$ cat config.mk
export PLATFORM = sky130hd
export DESIGN_NAME = bus_ctl
export DESIGN_NICKNAME = d
export VERILOG_FILES = /design/src/rtl/bus_ctl.sv
export SDC_FILE = /design/constraint.sdc
export NUM_CORES = 1
export LEC_CHECK = 0
export BUFFER_PORTS_ARGS = -buffer_cell sky130_fd_sc_hd__buf_2
export CELL_PAD_IN_SITES_DETAIL_PLACEMENT = 1
export CELL_PAD_IN_SITES_GLOBAL_PLACEMENT = 2
export CORE_ASPECT_RATIO = 1.25
export CORE_MARGIN = 4
export CORE_UTILIZATION = 30
export DETAILED_ROUTE_END_ITERATION = 8
export GPL_ROUTABILITY_DRIVEN = 1
export PLACE_DENSITY_LB_ADDON = 0.25
export SLEW_MARGIN = 20
export SYNTH_ARGS = -nofsm -noshare
export SYNTH_HDL_FRONTEND = slang
export SYNTH_SLANG_ARGS = --single-unit
$ cat constraint.sdc
create_clock -name clk -period 3.2 [get_ports clk]
set_clock_uncertainty 0.1 [all_clocks]
set_input_delay 0.64 -clock clk [delete_from_list [all_inputs] [get_ports clk]]
set_output_delay 0.64 -clock clk [all_outputs]
set_load 0.05 [all_outputs]
$ cat src/rtl/bus_ctl.sv
// bus_ctl: 65C02 bus controller. Routes CPU accesses either to a zero-wait
// registered RAM or to a slow I/O page via a req/ack handshake that stalls
// the core through RDY. Hung I/O accesses are aborted after TIMEOUT wait
// cycles, returning 8'hFF and raising a sticky error with the faulting address.
module bus_ctl #(
  parameter logic [7:0] IO_PAGE = 8'hFE,
  parameter int         TIMEOUT = 15
) (
  input  logic        clk,
  input  logic        RST,
  input  logic [15:0] AD,
  input  logic [7:0]  DO,
  input  logic        WE,
  output logic [7:0]  DI,
  output logic        RDY,
  output logic [15:0] ram_addr,
  output logic        ram_we,
  output logic [7:0]  ram_wdata,
  input  logic [7:0]  ram_rdata,
  output logic        io_req,
  output logic        io_we,
  output logic [7:0]  io_addr,
  output logic [7:0]  io_wdata,
  input  logic [7:0]  io_rdata,
  input  logic        io_ack,
  output logic        bus_err,
  output logic [15:0] err_addr
);

  localparam int CW = $clog2(TIMEOUT + 1);
  localparam logic [CW-1:0] CNT_LAST = CW'(TIMEOUT - 1);

  typedef enum logic [1:0] {S_IDLE, S_WAIT, S_DONE} state_t;

  state_t        state_reg;
  logic [CW-1:0] cnt_reg;
  logic          ram_vld_reg;   // previous cycle took a RAM access (src = RAM)
  logic [7:0]    io_dat_reg;    // data returned by the last I/O access
  logic [7:0]    di_hold_reg;   // last value presented on DI, held through WAIT
  logic [15:0]   cand_reg;      // full address of the I/O access in flight
  logic          io_sel;

  // RDY and io_req depend only on the registered state, never on AD.
  assign RDY    = (state_reg != S_WAIT);
  assign io_req = (state_reg == S_WAIT);
  assign io_sel = (AD[15:8] == IO_PAGE);

  // RAM side is pass-through; the write strobe only fires on a taken RAM access.
  assign ram_addr  = AD;
  assign ram_wdata = DO;
  assign ram_we    = RDY & ~io_sel & WE;

  // Read-data mux: I/O result in DONE, RAM data after a RAM access, else hold.
  always_comb begin
    DI = di_hold_reg;
    if (state_reg == S_DONE)
      DI = io_dat_reg;
    else if (ram_vld_reg)
      DI = ram_rdata;
  end

  // Remember what DI showed so it stays stable while the core is stalled.
  always_ff @(posedge clk) begin
    if (RST)
      di_hold_reg <= 8'h00;
    else
      di_hold_reg <= DI;
  end

  // Access sequencer: takes accesses when ready, runs the I/O handshake and timeout.
  always_ff @(posedge clk) begin
    if (RST) begin
      state_reg   <= S_IDLE;
      cnt_reg     <= '0;
      ram_vld_reg <= 1'b0;
      io_dat_reg  <= 8'h00;
      cand_reg    <= 16'h0000;
      io_we       <= 1'b0;
      io_addr     <= 8'h00;
      io_wdata    <= 8'h00;
      bus_err     <= 1'b0;
      err_addr    <= 16'h0000;
    end else begin
      case (state_reg)
        S_IDLE, S_DONE: begin
          if (io_sel) begin
            io_addr     <= AD[7:0];
            io_we       <= WE;
            io_wdata    <= DO;
            cand_reg    <= AD;
            cnt_reg     <= '0;
            ram_vld_reg <= 1'b0;
            state_reg   <= S_WAIT;
          end else begin
            ram_vld_reg <= 1'b1;
            state_reg   <= S_IDLE;
          end
        end
        S_WAIT: begin
          ram_vld_reg <= 1'b0;
          if (io_ack) begin
            // An ack in the final cycle wins over the timeout.
            io_dat_reg <= io_rdata;
            state_reg  <= S_DONE;
          end else if (cnt_reg == CNT_LAST) begin
            io_dat_reg <= 8'hFF;
            if (!bus_err) begin
              bus_err  <= 1'b1;
              err_addr <= cand_reg;
            end
            state_reg <= S_DONE;
          end else begin
            cnt_reg <= cnt_reg + 1'b1;
          end
        end
        default: state_reg <= S_IDLE;
      endcase
    end
  end

endmodule
Word-level counts from Yosys, hierarchy flattened

Cells that the tools add are included.

Mux-type cells: 14
Equality and inequality tests: 9
Bitwise gates (word level): 5
Reduce and logical (&&, ||, !) cells: 9
$add $sub $neg: 1

Operator list:

| cell                                          | count |
|---|---|
| two-way mux 8 bit                             | 4 |
| two-way mux 4 bit                             | 3 |
| == test 8 bit, second input constant          | 1 |
| case mux 4 bit (2 select lines)               | 1 |
| AND reduction 4 bit                           | 2 |
| != test 2 bit, second input constant          | 3 |
| adder 4 x 1 -> 4 bit, second input constant   | 1 |
| == test 4 bit, second input constant          | 1 |
| two-way mux 2 bit                             | 2 |
| case mux 2 bit (2 select lines)               | 1 |
| AND reduction 2 bit                           | 2 |
| nonzero test 2 bit                            | 2 |
| != test 3 x 1 -> 1 bit, second input constant | 1 |
| NOT 1 bit                                     | 3 |
| AND reduction 3 bit                           | 1 |
| bitwise AND 1 bit                             | 2 |
| == test 2 x 1 -> 1 bit, second input constant | 1 |
| == test 2 bit, second input constant          | 1 |
| zero test 2 bit                               | 1 |
| two-way mux 1 bit                             | 2 |
| != test 2 x 1 -> 1 bit, second input constant | 1 |
| case mux 1 bit (2 select lines)               | 1 |
| OR reduction 2 bit                            | 1 |

Register bits after elaboration: 73
Output and inout port bits: 69
Input bits: 44

Depth between registers and ports, before layout

Depth in word-level cells: 4
Gate-level depth with buffers: 7
Mapped depth without buffers: 5

Least setup slack after synthesis

Ideal clock, no wire load.

Path type: input to output
From: in AD[13]
To: out ram_we
Data required time: 2.460 ns
Path slack: 0.953 ns
Path buffers: 1
Stages: 3
Arrival: 1.507 ns
Path through: nand4_1 > clkbuf_1 > o211a_1

Cells in the longest elaborated chain, start to end: 4

RTL lines:

| element                         | RTL line | RTL |
|---|---|---|
| start: declaration              | 11       | `input logic [15:0] AD,` |
| == test 8 bit                   | 46       | `assign io_sel = (AD[15:8] == IO_PAGE);` |
| NOT 1 bit                       | 51       | `assign ram_we = RDY & ~io_sel & WE;` |
| bitwise AND 1 bit (2 in series) | 51       |  |
| end: declaration                | 17       | `output logic ram_we,` |

No other way between the ends.

Worst setup path in the final report

From: reg ram_vld_reg
To: out DI[7]

Cells in the longest elaborated chain, start to end: 2

RTL lines:

| element                  | RTL line | RTL |
|---|---|---|
| start: declaration       | 37       | `logic ram_vld_reg;` |
| start signal: assignment | 75       | `ram_vld_reg <= 1'b0;` |
| start signal: assignment | 92       | `ram_vld_reg <= 1'b0;` |
| start signal: assignment | 95       | `ram_vld_reg <= 1'b1;` |
| two-way mux 8 bit        | 58       | `else if (ram_vld_reg)` |
| two-way mux 8 bit        | 56       | `if (state_reg == S_DONE)` |
| end: declaration         | 14       | `output logic [7:0] DI,` |

No other way between the ends.

==> results_dict.tcl <==
set metrics [dict create \
    grt_pass1_vias 2805 \
    ctsHoldBuffers 0 \
    muxShareOfSynthArea_pct 5.73 \
    crit_type "flop to output port" \
    root_buffer "clkbuf_16" \
    comb_power_share_pct 10.3 \
    finalSetupViolCount 0 \
    syn_area_um2 2990 \
    power_frac_seq_pct 41.5 \
    grt_max_degree 40 \
    postRouteAntennaNets 0 \
    synth_fa_ha_area_share_pct 0.837 \
    antennaDiodeCount 0 \
    p_leak_nw 1.67 \
    drc 0 \
    wirelength_mm 7.90 \
    die_area_um2 11600 \
    yosysWarnings 0 \
    max_freq_mhz 394 \
    grt_pass1_wl_mm 13.5 \
    cts_setup_buffers 0 \
    io_pins 113 \
    synth_top_area_cell "dfxtp_1" \
    start_util_pct 30.9 \
    netSwitchingPower_mw 0.502 \
    synth.ff_latch_count 65 \
    ys_seq_area_share_pct 43.5 \
    powerDensity_nw_per_um2 531 \
    syn_inst 318 \
    slew_violations 0 \
    status "complete, no violations" \
    clock_power_share_pct 48.2 \
    grt_antenna_before_repair 0 \
    synthDistinctLibCells 38 \
    vias 2557 \
    synthXorXnorAreaFrac_pct 0 \
    fin_crit_sh_pct 79.3 \
    tns_ns 0 \
    cts_resized 0 \
    synth.area.top_cells "dfxtp_1 (44%), buf_4 (8.0%), mux2i_1 (5.4%)" \
    p_int_mw 1.48 \
    largest_reg_flops 16 \
    cp_cell_sequence "mux2i_1, nor2_1, or2_2, buf_2" \
    core_area_um2 9660 \
    required_ns 2.46 \
    hold_violations 0 \
    cts.sinks 65 \
    end_kind "output port" \
    switching_share_pct 25.4 \
    rsz0062_at_grt "false" \
    yosysTopAreaCellShare_pct 43.5 \
    synth_nets 364 \
    relSlewSlack_pct 55.6 \
    yosys.area_share.simple_pct 19.4 \
    critPathMaxStageDelay_ns 0.66 \
    synth_edf_count 0 \
    drive_gt1_share_pct 41.7 \
    gp_congestion 0.727 \
    wl_per_cell_um 15.1 \
    period_needed_ns 2.54 \
    clk_pin_slew_worst_paths_ns 0.05 \
    cp_max_fo 9 \
    ir_drop_uv 246 \
    tightest_slew_ns 0.667 \
    crit_slowest_cell "dfxtp_1" \
    synth.avg_cell_area_um2 9.40 \
    cts_buffers 9 \
    crit_path_start_kind "flop" \
    htreeDepth 3 \
    clk_latency_ns 0.32 \
    rows 40 \
    synthArstFlopShare_pct 0 \
    die_h_um 120 \
    final_nets 437 \
    cts_tree "done" \
    grt_use_total_pct 14.1 \
    cts_buffer_depth 2 \
    synth_compound_area_share_pct 17.8 \
    layout_common_cells "buf_2 (112), dfxtp_1 (65), nand2b_1 (20), nor4_1 (20), mux2i_1 (16)" \
    syn_to_final_growth_pct 24.8 \
    final_common_cell "buf_2" \
    portBuffers 112 \
    synth_top_family_by_area "simple AND/OR/NAND/NOR gates" \
    die_x_um 97.3 \
    fin_util_pct 38.6 \
    grt_overflow 0 \
    vias_per_cell 4.90 \
    drt_iter0_drc 79 \
    min_path_type "flop to flop" \
    drtPass1Iterations 4 \
    synth_flop_cell "dfxtp_1" \
    drv_cap 0 \
    worstPathArrival_ns 1.80 \
    dp_hpwl_mm 5.77 \
]
power groups by stage:
| stage | clock network [mW] | logic, mW | registers (mW) |
|---|---|---|---|
| 2_1_floorplan | 0 | 0.167 | 0.837 |
| 3_3_place_gp | 0 | 0.205 | 0.840 |
| 3_5_place_dp | 0 | 0.207 | 0.840 |
| 4_1_cts | 0.985 | 0.208 | 0.822 |
| 5_1_grt | 1.03 | 0.220 | 0.823 |
| 6_report | 0.954 | 0.205 | 0.822 |
worst max-delay path: cells and delay by family, from the launching register on:
kind | cells | cell delay (ns)
buffers and inverters | 1 | 0.21
and+or+nand+nor | 2 | 0.36
muxes | 1 | 0.26
DFF | 1 | 0.66
metrics by stage:
stage | hold slack [ns] | worst slack (ns) | area (µm²) | std cells | power [mW]
6_report | 0.356 | 0.662 | 3730 | 522 | 1.98
5_1_grt | 0.386 | 0.521 | 3730 | 522 | 2.07
4_1_cts | 0.362 | 0.617 | 3730 | 522 | 2.01
3_5_place_dp | 0.348 | 0.658 | 3430 | 506 | 1.05
3_3_place_gp | 0.341 | 0.712 | 3430 | 506 | 1.05
2_1_floorplan | 0.327 | 0.953 | 2990 | 318 | 1.00
cells in the mapped netlist (all sizes together) (6+ instances only):
library cell  count
nand2            10
inv               9
a31o             20
o221a             8
a21oi            15
or4               6
dfxtp            65
and2              9
nor2             12
o21a             10
mux2i            16
or2               8
clkbuf           23
buf              36
o31ai             6
nor4             20
nand2b           20
cell type report:
type	instances	area [µm²]
Fill cell	1172	5930
Multi-Input combinational cell	185	1310
Clock buffer	9	225
Clock inverter	7	71.3
Inverter	9	33.8
Timing Repair Buffer	121	628
Tap cell	126	158
Sequential cell	65	1300
metal layers:
| layer | share of wire [%] | GRT usage [%] | wire (µm) | vias to the layer above |
|---|---|---|---|---|
| li1 | - | - | - | 1259 |
| met1 | 43 | 15.8 | 3400 | 1209 |
| met2 | 49 | 24.6 | 3880 | 81 |
| met3 | 6.7 | 5.06 | 533 | 8 |
| met4 | 1.1 | 4.94 | 83 | 0 |
| met5 | 0 | 0 | 0 | - |
path summary, 6_finish.rpt:
path / endpoint / from / slack, ns / depth (start not counted)
setup reg to reg: err_addr[15] / state_reg[0] / 1.29 / 4
hold / removal: cand_reg[9] / cand_reg[9] / 0.36 / 2
setup / recovery: DI[7] / ram_vld_reg / 0.66 / 4
hold reg to reg: cand_reg[9] / cand_reg[9] / 0.36 / 2
logic make-up after synthesis:
family          after synthesis
mux                          17
simple gates                 99
fa+ha+maj                     2
buf+inv                      68
compound gates               67
flops                        65
(Power assumes the default switching activity.)
